**config.mk**
```make
export PLATFORM = sky130hd
export DESIGN_NAME = bp_mc_direct_access_bridge
export DESIGN_NICKNAME = d
export VERILOG_FILES = /design/src/rtl/bp_mc_link_pkg.sv /design/src/rtl/bp_mc_direct_access_bridge.sv
export SDC_FILE = /design/constraint.sdc
export NUM_CORES = 1
export LEC_CHECK = 0
export ABC_AREA = 1
export CORE_AREA = 4 4 188 190
export CTS_BUF_LIST = sky130_fd_sc_hd__clkbuf_4 sky130_fd_sc_hd__clkbuf_8 sky130_fd_sc_hd__clkbuf_16
export CTS_CLUSTER_SIZE = 20
export DETAILED_ROUTE_END_ITERATION = 8
export DIE_AREA = 0 0 192 194
export PLACE_DENSITY = 0.58
export SYNTH_ARGS = -nofsm -noshare
export SYNTH_HDL_FRONTEND = slang
export SYNTH_SLANG_ARGS = --single-unit
```
**constraint.sdc**
```tcl
create_clock -name clk_i -period 5.6 [get_ports clk_i]
set_clock_uncertainty 0.15 [all_clocks]
set_input_delay 0.56 -clock clk_i [delete_from_list [all_inputs] [get_ports clk_i]]
set_output_delay 0.56 -clock clk_i [all_outputs]
set_load 0.005 [all_outputs]
```
**src/rtl/bp_mc_link_pkg.sv**
```systemverilog
// Shared types and constants for the BP-to-manycore mailbox link: BedRock-style
// I/O message, host request/response packets, mailbox offsets and bridge states.
package bp_mc_link_pkg;

    localparam int paddr_width_gp = 48;
    localparam int word_width_gp  = 64;

    localparam logic [3:0] e_bedrock_mem_rd    = 4'd0;
    localparam logic [3:0] e_bedrock_mem_wr    = 4'd1;
    localparam logic [3:0] e_bedrock_mem_uc_rd = 4'd2;
    localparam logic [3:0] e_bedrock_mem_uc_wr = 4'd3;

    localparam logic [2:0] e_bedrock_msg_size_1 = 3'd0;
    localparam logic [2:0] e_bedrock_msg_size_2 = 3'd1;
    localparam logic [2:0] e_bedrock_msg_size_4 = 3'd2;
    localparam logic [2:0] e_bedrock_msg_size_8 = 3'd3;

    localparam logic [7:0] e_remote_load  = 8'd0;
    localparam logic [7:0] e_remote_store = 8'd1;

    localparam logic [paddr_width_gp-1:0] mbox_req_fifo_gp     = 48'h1000;
    localparam logic [paddr_width_gp-1:0] mbox_credits_gp      = 48'h2000;
    localparam logic [paddr_width_gp-1:0] mbox_resp_fifo_gp    = 48'h3000;
    localparam logic [paddr_width_gp-1:0] mbox_resp_entries_gp = 48'h4000;

    typedef struct packed {
        logic [word_width_gp-1:0]  data;
        logic [paddr_width_gp-1:0] addr;
        logic [2:0]                size;
        logic [3:0]                msg_type;
    } bp_io_msg_s;

    localparam int cce_mem_msg_width_gp = $bits(bp_io_msg_s);

    // Low 64-bit word is the first one written into the request FIFO.
    typedef struct packed {
        logic [15:0] pad;
        logic [31:0] addr;
        logic [7:0]  op;
        logic [7:0]  reg_id;
        logic [31:0] payload;
        logic [7:0]  y_src;
        logic [7:0]  x_src;
        logic [7:0]  y_dst;
        logic [7:0]  x_dst;
    } host_request_packet_s;

    typedef struct packed {
        logic [63:0] hi_rsvd;
        logic [7:0]  pad_hi;
        logic [31:0] data;
        logic [7:0]  reg_id;
        logic [15:0] pad_lo;
    } host_response_packet_s;

    typedef logic [3:0] bridge_state_t;

    localparam bridge_state_t S_READY        = 4'd0;
    localparam bridge_state_t S_CRED_CMD     = 4'd1;
    localparam bridge_state_t S_CRED_WAIT    = 4'd2;
    localparam bridge_state_t S_SEND_LO_CMD  = 4'd3;
    localparam bridge_state_t S_SEND_LO_WAIT = 4'd4;
    localparam bridge_state_t S_SEND_HI_CMD  = 4'd5;
    localparam bridge_state_t S_SEND_HI_WAIT = 4'd6;
    localparam bridge_state_t S_ENT_CMD      = 4'd7;
    localparam bridge_state_t S_ENT_WAIT     = 4'd8;
    localparam bridge_state_t S_RD_LO_CMD    = 4'd9;
    localparam bridge_state_t S_RD_LO_WAIT   = 4'd10;
    localparam bridge_state_t S_RD_HI_CMD    = 4'd11;
    localparam bridge_state_t S_RD_HI_WAIT   = 4'd12;
    localparam bridge_state_t S_REPLY        = 4'd13;

    function automatic logic is_write(input logic [3:0] msg_type);
        return (msg_type == e_bedrock_mem_uc_wr) || (msg_type == e_bedrock_mem_wr);
    endfunction

    function automatic logic size_ok(input logic [2:0] size);
        return (size == e_bedrock_msg_size_1) || (size == e_bedrock_msg_size_2)
            || (size == e_bedrock_msg_size_4);
    endfunction

    function automatic logic [3:0] byte_mask(input logic [2:0] size, input logic [1:0] lane);
        logic [3:0] mask;
        case (size)
            e_bedrock_msg_size_1: mask = 4'b0001 << lane;
            e_bedrock_msg_size_2: mask = 4'b0011 << lane;
            default:              mask = 4'b1111;
        endcase
        return mask;
    endfunction

endpackage

```
**src/rtl/bp_mc_direct_access_bridge.sv**
```systemverilog
// Turns one BP uncached load/store to a manycore EPA into the mailbox command
// sequence (credit poll, two request words, entries poll, two response reads).
module bp_mc_direct_access_bridge
    import bp_mc_link_pkg::*;
#(
    parameter int                         mc_x_cord_width_p = 4,
    parameter int                         mc_y_cord_width_p = 4,
    parameter logic [paddr_width_gp-1:0]  link_base_addr_p  = '0,
    parameter int                         poll_limit_p      = 1024
) (
    input  logic                            clk_i,
    input  logic                            reset_i,
    input  logic [cce_mem_msg_width_gp-1:0] io_cmd_i,
    input  logic                            io_cmd_v_i,
    output logic                            io_cmd_ready_o,
    output logic [cce_mem_msg_width_gp-1:0] io_resp_o,
    output logic                            io_resp_v_o,
    input  logic                            io_resp_yumi_i,
    output logic [cce_mem_msg_width_gp-1:0] link_cmd_o,
    output logic                            link_cmd_v_o,
    input  logic                            link_cmd_ready_i,
    input  logic [cce_mem_msg_width_gp-1:0] link_resp_i,
    input  logic                            link_resp_v_i,
    output logic                            link_resp_yumi_o,
    input  logic [mc_x_cord_width_p-1:0]    my_x_i,
    input  logic [mc_y_cord_width_p-1:0]    my_y_i,
    output logic                            error_o
);

    localparam int poll_cnt_w_lp = $clog2(poll_limit_p + 1);
    localparam logic [poll_cnt_w_lp-1:0] poll_last_lp = poll_cnt_w_lp'(poll_limit_p - 1);

    bridge_state_t             state_q, state_d;
    bp_io_msg_s                cmd_q, cmd_d;
    logic [4:0]                tag_q, tag_d;
    logic [4:0]                cur_tag_q, cur_tag_d;
    logic [poll_cnt_w_lp-1:0]  poll_cnt_q, poll_cnt_d;
    logic [63:0]               resp_data_q, resp_data_d;
    logic                      error_q, error_d;

    bp_io_msg_s                io_cmd, link_resp, link_cmd;
    host_request_packet_s      req_pkt;
    host_response_packet_s     rsp_pkt;
    logic                      cmd_is_wr;
    logic [1:0]                lane;
    logic [31:0]               rsp_shift;
    logic [63:0]               load_data;
    logic                      in_wait;

    assign io_cmd    = bp_io_msg_s'(io_cmd_i);
    assign link_resp = bp_io_msg_s'(link_resp_i);
    assign rsp_pkt   = host_response_packet_s'({64'b0, link_resp.data});
    assign cmd_is_wr = is_write(cmd_q.msg_type);
    assign lane      = cmd_q.addr[1:0];

    always_comb begin
        req_pkt         = '0;
        req_pkt.x_dst   = 8'(cmd_q.addr[32 +: mc_x_cord_width_p]);
        req_pkt.y_dst   = 8'(cmd_q.addr[32 + mc_x_cord_width_p +: mc_y_cord_width_p]);
        req_pkt.x_src   = 8'(my_x_i);
        req_pkt.y_src   = 8'(my_y_i);
        if (cmd_is_wr) begin
            req_pkt.op      = e_remote_store;
            req_pkt.addr    = cmd_q.addr[31:0];
            req_pkt.payload = cmd_q.data[31:0] << {lane, 3'b000};
            req_pkt.reg_id  = {4'b0, byte_mask(cmd_q.size, lane)};
        end else begin
            req_pkt.op      = e_remote_load;
            req_pkt.addr    = {cmd_q.addr[31:2], 2'b00};
            req_pkt.reg_id  = {3'b0, cur_tag_q};
        end
    end

    // Returned word is always 32 bits; pick the addressed lane and zero-extend.
    assign rsp_shift = rsp_pkt.data >> {lane, 3'b000};
    always_comb begin
        case (cmd_q.size)
            e_bedrock_msg_size_1: load_data = {56'b0, rsp_shift[7:0]};
            e_bedrock_msg_size_2: load_data = {48'b0, rsp_shift[15:0]};
            default:              load_data = {32'b0, rsp_shift};
        endcase
    end

    always_comb begin
        state_d     = state_q;
        cmd_d       = cmd_q;
        tag_d       = tag_q;
        cur_tag_d   = cur_tag_q;
        poll_cnt_d  = poll_cnt_q;
        resp_data_d = resp_data_q;
        error_d     = error_q;
        case (state_q)
            S_READY: begin
                if (io_cmd_v_i) begin
                    cmd_d       = io_cmd;
                    cur_tag_d   = tag_q;
                    poll_cnt_d  = '0;
                    resp_data_d = '0;
                    if (!size_ok(io_cmd.size)) begin
                        error_d = 1'b1;
                        state_d = S_REPLY;
                    end else begin
                        state_d = S_CRED_CMD;
                        if (!is_write(io_cmd.msg_type)) tag_d = tag_q + 5'd1;
                    end
                end
            end
            S_CRED_CMD:    if (link_cmd_ready_i) state_d = S_CRED_WAIT;
            S_CRED_WAIT: begin
                if (link_resp_v_i) begin
                    if (link_resp.data != '0) begin
                        poll_cnt_d = '0;
                        state_d    = S_SEND_LO_CMD;
                    end else if (poll_cnt_q == poll_last_lp) begin
                        error_d = 1'b1;
                        state_d = S_REPLY;
                    end else begin
                        poll_cnt_d = poll_cnt_q + 1'b1;
                        state_d    = S_CRED_CMD;
                    end
                end
            end
            S_SEND_LO_CMD:  if (link_cmd_ready_i) state_d = S_SEND_LO_WAIT;
            S_SEND_LO_WAIT: if (link_resp_v_i)    state_d = S_SEND_HI_CMD;
            S_SEND_HI_CMD:  if (link_cmd_ready_i) state_d = S_SEND_HI_WAIT;
            S_SEND_HI_WAIT: if (link_resp_v_i)    state_d = cmd_is_wr ? S_REPLY : S_ENT_CMD;
            S_ENT_CMD:      if (link_cmd_ready_i) state_d = S_ENT_WAIT;
            S_ENT_WAIT: begin
                if (link_resp_v_i) begin
                    if (link_resp.data[0]) begin
                        poll_cnt_d = '0;
                        state_d    = S_RD_LO_CMD;
                    end else if (poll_cnt_q == poll_last_lp) begin
                        error_d = 1'b1;
                        state_d = S_REPLY;
                    end else begin
                        poll_cnt_d = poll_cnt_q + 1'b1;
                        state_d    = S_ENT_CMD;
                    end
                end
            end
            S_RD_LO_CMD:    if (link_cmd_ready_i) state_d = S_RD_LO_WAIT;
            S_RD_LO_WAIT: begin
                if (link_resp_v_i) begin
                    resp_data_d = load_data;
                    if (rsp_pkt.reg_id != {3'b0, cur_tag_q}) error_d = 1'b1;
                    state_d = S_RD_HI_CMD;
                end
            end
            S_RD_HI_CMD:    if (link_cmd_ready_i) state_d = S_RD_HI_WAIT;
            S_RD_HI_WAIT:   if (link_resp_v_i)    state_d = S_REPLY;
            S_REPLY:        if (io_resp_yumi_i)   state_d = S_READY;
            default:        state_d = S_READY;
        endcase
    end

    always_ff @(posedge clk_i or posedge reset_i) begin
        if (reset_i) begin
            state_q     <= S_READY;
            cmd_q       <= '0;
            tag_q       <= '0;
            cur_tag_q   <= '0;
            poll_cnt_q  <= '0;
            resp_data_q <= '0;
            error_q     <= 1'b0;
        end else begin
            state_q     <= state_d;
            cmd_q       <= cmd_d;
            tag_q       <= tag_d;
            cur_tag_q   <= cur_tag_d;
            poll_cnt_q  <= poll_cnt_d;
            resp_data_q <= resp_data_d;
            error_q     <= error_d;
        end
    end

    // Mailbox command is decoded from state only so it never depends on ready.
    always_comb begin
        link_cmd = '0;
        case (state_q)
            S_CRED_CMD: begin
                link_cmd.msg_type = e_bedrock_mem_uc_rd;
                link_cmd.size     = e_bedrock_msg_size_8;
                link_cmd.addr     = link_base_addr_p | mbox_credits_gp;
            end
            S_SEND_LO_CMD, S_SEND_HI_CMD: begin
                link_cmd.msg_type = e_bedrock_mem_uc_wr;
                link_cmd.size     = e_bedrock_msg_size_8;
                link_cmd.addr     = link_base_addr_p | mbox_req_fifo_gp;
                link_cmd.data     = (state_q == S_SEND_LO_CMD) ? req_pkt[63:0] : req_pkt[127:64];
            end
            S_ENT_CMD: begin
                link_cmd.msg_type = e_bedrock_mem_uc_rd;
                link_cmd.size     = e_bedrock_msg_size_8;
                link_cmd.addr     = link_base_addr_p | mbox_resp_entries_gp;
            end
            S_RD_LO_CMD, S_RD_HI_CMD: begin
                link_cmd.msg_type = e_bedrock_mem_uc_rd;
                link_cmd.size     = e_bedrock_msg_size_8;
                link_cmd.addr     = link_base_addr_p | mbox_resp_fifo_gp;
            end
            default: link_cmd = '0;
        endcase
    end

    assign in_wait = (state_q == S_CRED_WAIT) || (state_q == S_SEND_LO_WAIT)
                  || (state_q == S_SEND_HI_WAIT) || (state_q == S_ENT_WAIT)
                  || (state_q == S_RD_LO_WAIT) || (state_q == S_RD_HI_WAIT);

    assign link_cmd_o       = link_cmd;
    assign link_cmd_v_o     = (state_q == S_CRED_CMD) || (state_q == S_SEND_LO_CMD)
                           || (state_q == S_SEND_HI_CMD) || (state_q == S_ENT_CMD)
                           || (state_q == S_RD_LO_CMD) || (state_q == S_RD_HI_CMD);
    assign link_resp_yumi_o = in_wait & link_resp_v_i;
    assign io_cmd_ready_o   = (state_q == S_READY) & ~reset_i;
    assign io_resp_v_o      = (state_q == S_REPLY);
    assign io_resp_o        = (state_q == S_REPLY)
                            ? {resp_data_q, cmd_q.addr, cmd_q.size, cmd_q.msg_type}
                            : '0;
    assign error_o          = error_q;

    logic unused_bits;
    assign unused_bits = ^{cmd_q, link_resp, rsp_pkt};

endmodule
```
==> out/summary.json <==
{
  "status": "finished, final reports clean",
  "startpoint": "state_q[3]",
  "power_density_nw_per_um2": 411.6,
  "first_global_vias": 8667,
  "arr_time_crit_path_ps": 3160,
  "clk_latency_ps": 430,
  "async_set_reset_flop_share_out_of_synthesis_pct": 100.0,
  "cts_htree_levels": 4,
  "cts.path.max_buffers": 2,
  "vias_per_cell": 4.483,
  "drc_violation_count_after_routing": 0,
  "synth_area_leaders": "sky130_fd_sc_hd__dfrtp_1, sky130_fd_sc_hd__nor2_1, sky130_fd_sc_hd__nand2_1",
  "end_kind": "output pin",
  "synth_cells": 1222,
  "gpl.final_weighted_congestion": 0.8506,
  "critical_path_fanout_max": 11,
  "synthesis.area_per_instance_um2": 7.457,
  "grt-busiest-layer": "met2",
  "synth_sequential_area_ratio_pct": 39.82,
  "rr_startpoint": "state_q[0]",
  "rsz0062_at_grt": "no",
  "clkSinkCount": 145,
  "die_x_um": 192,
  "total_power_uw": 5337,
  "report.final.setup_viol": 0,
  "firstDrtPassIters": 5,
  "groute.layer.met1.usage_pct": 21.01,
  "antenna-diode-count": 0,
  "met2_capacity_usage_during_global_routing_pct": 27.49,
  "area.growth.synth_to_final_pct": 42.29,
  "endpoint": "link_cmd_o[117]",
  "floorplan.rows": 67,
  "portbufs": 320,
  "number_of_enable_type_register_cells_in_the_synthesized_netlist": 0,
  "drt_iter0_drc": 473,
  "wl_per_cell_um": 16.68,
  "cp_max_delay_cell": "sky130_fd_sc_hd__clkdlybuf4s50_1",
  "maximum_number_of_pins_on_one_net_before_global_route_repair": 113,
  "ys.warnings.count": 0,
  "synth_top_flop_cell": "sky130_fd_sc_hd__dfrtp_1",
  "worst_setup_hold_path_clk_slew_ps": 70,
  "initial_core_util_pct": 27.24,
  "worstSetupPathType": "register to output pin",
  "required_ps": 4890,
  "track_usage_pct": 17.15,
  "max-vdd-ir-drop_v": 0.0001916,
  "postCtsSetupBuffers": 0,
  "nets": 1762,
  "number_of_buffers_created_by_cts": 17,
  "num_io_pins": 495,
  "ctsHoldBuffers": 0,
  "drv_slew": 0,
  "use_met3_pct": 6.824,
  "finalHoldViolCount": 0,
  "first_pass_grt_wire_length_um": 49730,
  "min_period_ps": 3873,
  "worst_r2r_endpoint": "resp_data_q[4]",
  "clock_tree_from_tritoncts": "yes",
  "drv.max_cap_violation_count": 0,
  "dp.final_hpwl_um": 24610,
  "worst_hold_path_type": "register to register",
  "dieHeight_um": 194,
  "synthDominantCellAreaShare_pct": 39.82,
  "r2r_slack_ps": 2880,
  "setup.worst_path.start_class": "register",
  "grt-ovfl-total": 0,
  "detailroute.via_count": 8828,
  "worst_margin_slew_ps": 876.8,
  "synth.largest_area_cell": "sky130_fd_sc_hd__dfrtp_1",
  "post-route-period-util_pct": 69.17,
  "cts-root-buf": "sky130_fd_sc_hd__clkbuf_16",
  "static_leakage_uw": 0.005966,
  "layout.filler_cells": 3443,
  "crit_chain": "nor2_1 > inv_1 > nor2_2 > buf_4 > nand2_2 > inv_1 > o21ai_0 > a31oi_1 > clkdlybuf4s50_1",
  "die_area_um2": 37250,
  "tns_ps": 0,
  "path_common_cell": "sky130_fd_sc_hd__inv_1",
  "max-slew-margin-rel_pct": 40.62,
  "max_clock_freq_ghz": 0.2582,
  "floorplan_core_area_um2": 33450,
  "r2r_cells": 8,
  "antenna_violating_nets_post_route": 0,
  "cts_resized": 0,
  "post_route_cells_drive_above_1_share_pct": 7.758,
  "critPathMaxStageDelay_ps": 590,
  "number_of_distinct_library_cell_variants_in_the_gate_level_netlist_after_synthesis": 41,
  "synthesized_flop_and_latch_total": 145,
  "grt_antenna_before_repair": 0,
  "post_synthesis_cell_area_um2": 9112,
  "totalWireLength_um": 32840
}
registers in the layout, indices dropped and copies added, names as in the netlist:
signal and cells:
poll_cnt_q 11, resp_data_q 32, error_o 1, tag_q 5
cur_tag_q 5, cmd_q 87, state_q 4
worst min-delay path by stage:
stage / start / end / depth (start not counted) / slack [ps]
3_5_place_dp: error_o / error_o / 2 / 310
2_1_floorplan: tag_q[4] / tag_q[4] / 1 / 290
5_1_grt: tag_q[4] / tag_q[4] / 1 / 340
6_report: error_o / error_o / 2 / 310
3_3_place_gp: error_o / error_o / 2 / 300
4_1_cts: error_o / error_o / 2 / 320
where the power goes:
part           leakage, uW  internal [uW]  switching [uW]
Sequential         0.00175           1420             243
Clock             0.000302            721             521
Combinational      0.00392           1000            1430
Total              0.00597           3140            2200
per-stage QoR:
stage	instances	setup WS, ps	instance area [um^2]	hold slack [ps]	util, %
5_1_grt	1969	1535	12970	339.0	38.76
2_1_floorplan	1308	995.4	9435	292.3	-
4_1_cts	1969	1721	12970	322.3	38.76
3_3_place_gp	1937	2230	12350	304.2	36.92
6_report	1969	1727	12970	313.4	38.76
3_5_place_dp	1937	2193	12350	305.1	36.92
cells in the mapped netlist, types with 11 or more instances:
cell type and count:
sky130_fd_sc_hd__nor2_1 223, sky130_fd_sc_hd__nand2_1 196, sky130_fd_sc_hd__inv_1 151, sky130_fd_sc_hd__dfrtp_1 145, sky130_fd_sc_hd__buf_4 94, sky130_fd_sc_hd__a21oi_1 93, sky130_fd_sc_hd__o21ai_0 65, sky130_fd_sc_hd__nand3_1 37
sky130_fd_sc_hd__mux2_2 34, sky130_fd_sc_hd__buf_2 27, sky130_fd_sc_hd__clkbuf_1 24, sky130_fd_sc_hd__o22ai_1 13, sky130_fd_sc_hd__o2111ai_1 11
area by class of cell:
type                    instances  area [um^2]  area share [%]
flip-flops and latches        145         3630           27.99
repair buffers                330         3303           25.48
clock buffers                  18        439.2           3.387
well taps                     448        560.5           4.323
multi-input cells             854         4250           32.78
clock inverters                14        177.7           1.370
inverters                     160        605.6           4.670
worst max-delay path: cells and delay by family, from the launching register on:
kind | cells | cell delay [ps]
AND/OR/NAND/NOR | 3 | 580
flip-flops | 1 | 460
buffers and inverters | 4 | 1300
AO/OA/AOI/OAI | 2 | 370
layout by cell type (no fill, tap or decap), types with 5 or more instances in the layout:
| cell | instances |
|---|---|
| sky130_fd_sc_hd__nor2_2 | 5 |
| sky130_fd_sc_hd__clkbuf_16 | 17 |
| sky130_fd_sc_hd__nand3_1 | 37 |
| sky130_fd_sc_hd__buf_4 | 8 |
| sky130_fd_sc_hd__clkdlybuf4s50_1 | 320 |
| sky130_fd_sc_hd__o2111ai_1 | 11 |
| sky130_fd_sc_hd__nor3_1 | 5 |
| sky130_fd_sc_hd__inv_1 | 150 |
| sky130_fd_sc_hd__conb_1 | 87 |
| sky130_fd_sc_hd__a21oi_1 | 93 |
| sky130_fd_sc_hd__a31oi_1 | 8 |
| sky130_fd_sc_hd__o22ai_2 | 10 |
| sky130_fd_sc_hd__o21ai_0 | 65 |
| sky130_fd_sc_hd__xor2_1 | 8 |
| sky130_fd_sc_hd__mux2_2 | 34 |
| sky130_fd_sc_hd__nand4_1 | 8 |
| sky130_fd_sc_hd__o22ai_1 | 13 |
| sky130_fd_sc_hd__a211oi_1 | 7 |
| sky130_fd_sc_hd__inv_2 | 9 |
| sky130_fd_sc_hd__nand2_1 | 195 |
| sky130_fd_sc_hd__nor2_1 | 223 |
| sky130_fd_sc_hd__dfrtp_1 | 144 |
| sky130_fd_sc_hd__inv_6 | 5 |
| sky130_fd_sc_hd__mux2i_1 | 8 |
| sky130_fd_sc_hd__nand2_2 | 5 |
per-layer routing:
metal	wire length [um]	vias to the layer above	share of wire, %
met5	0	-	0
met4	748	0	2.3
met3	3478	46	11
li1	-	4281	-
met1	13440	4082	41
met2	15170	419	46
logic make-up (layout without fill, tap and decap cells):
group / count (synthesis) / in the layout / share of synthesized area (%)
other: 1 / 87 / 0.04115
adder cells (fa/ha/maj): 2 / 2 / 0.2746
multiplexers: 42 / 42 / 5.080
XOR/XNOR: 12 / 12 / 1.153
flip-flops: 145 / 145 / 39.82
AND/OR/NAND/NOR: 489 / 489 / 21.97
buffers and inverters: 309 / 522 / 17.22
AO/OA/AOI/OAI: 222 / 222 / 14.44
Power figures use the tool's default switching activity.
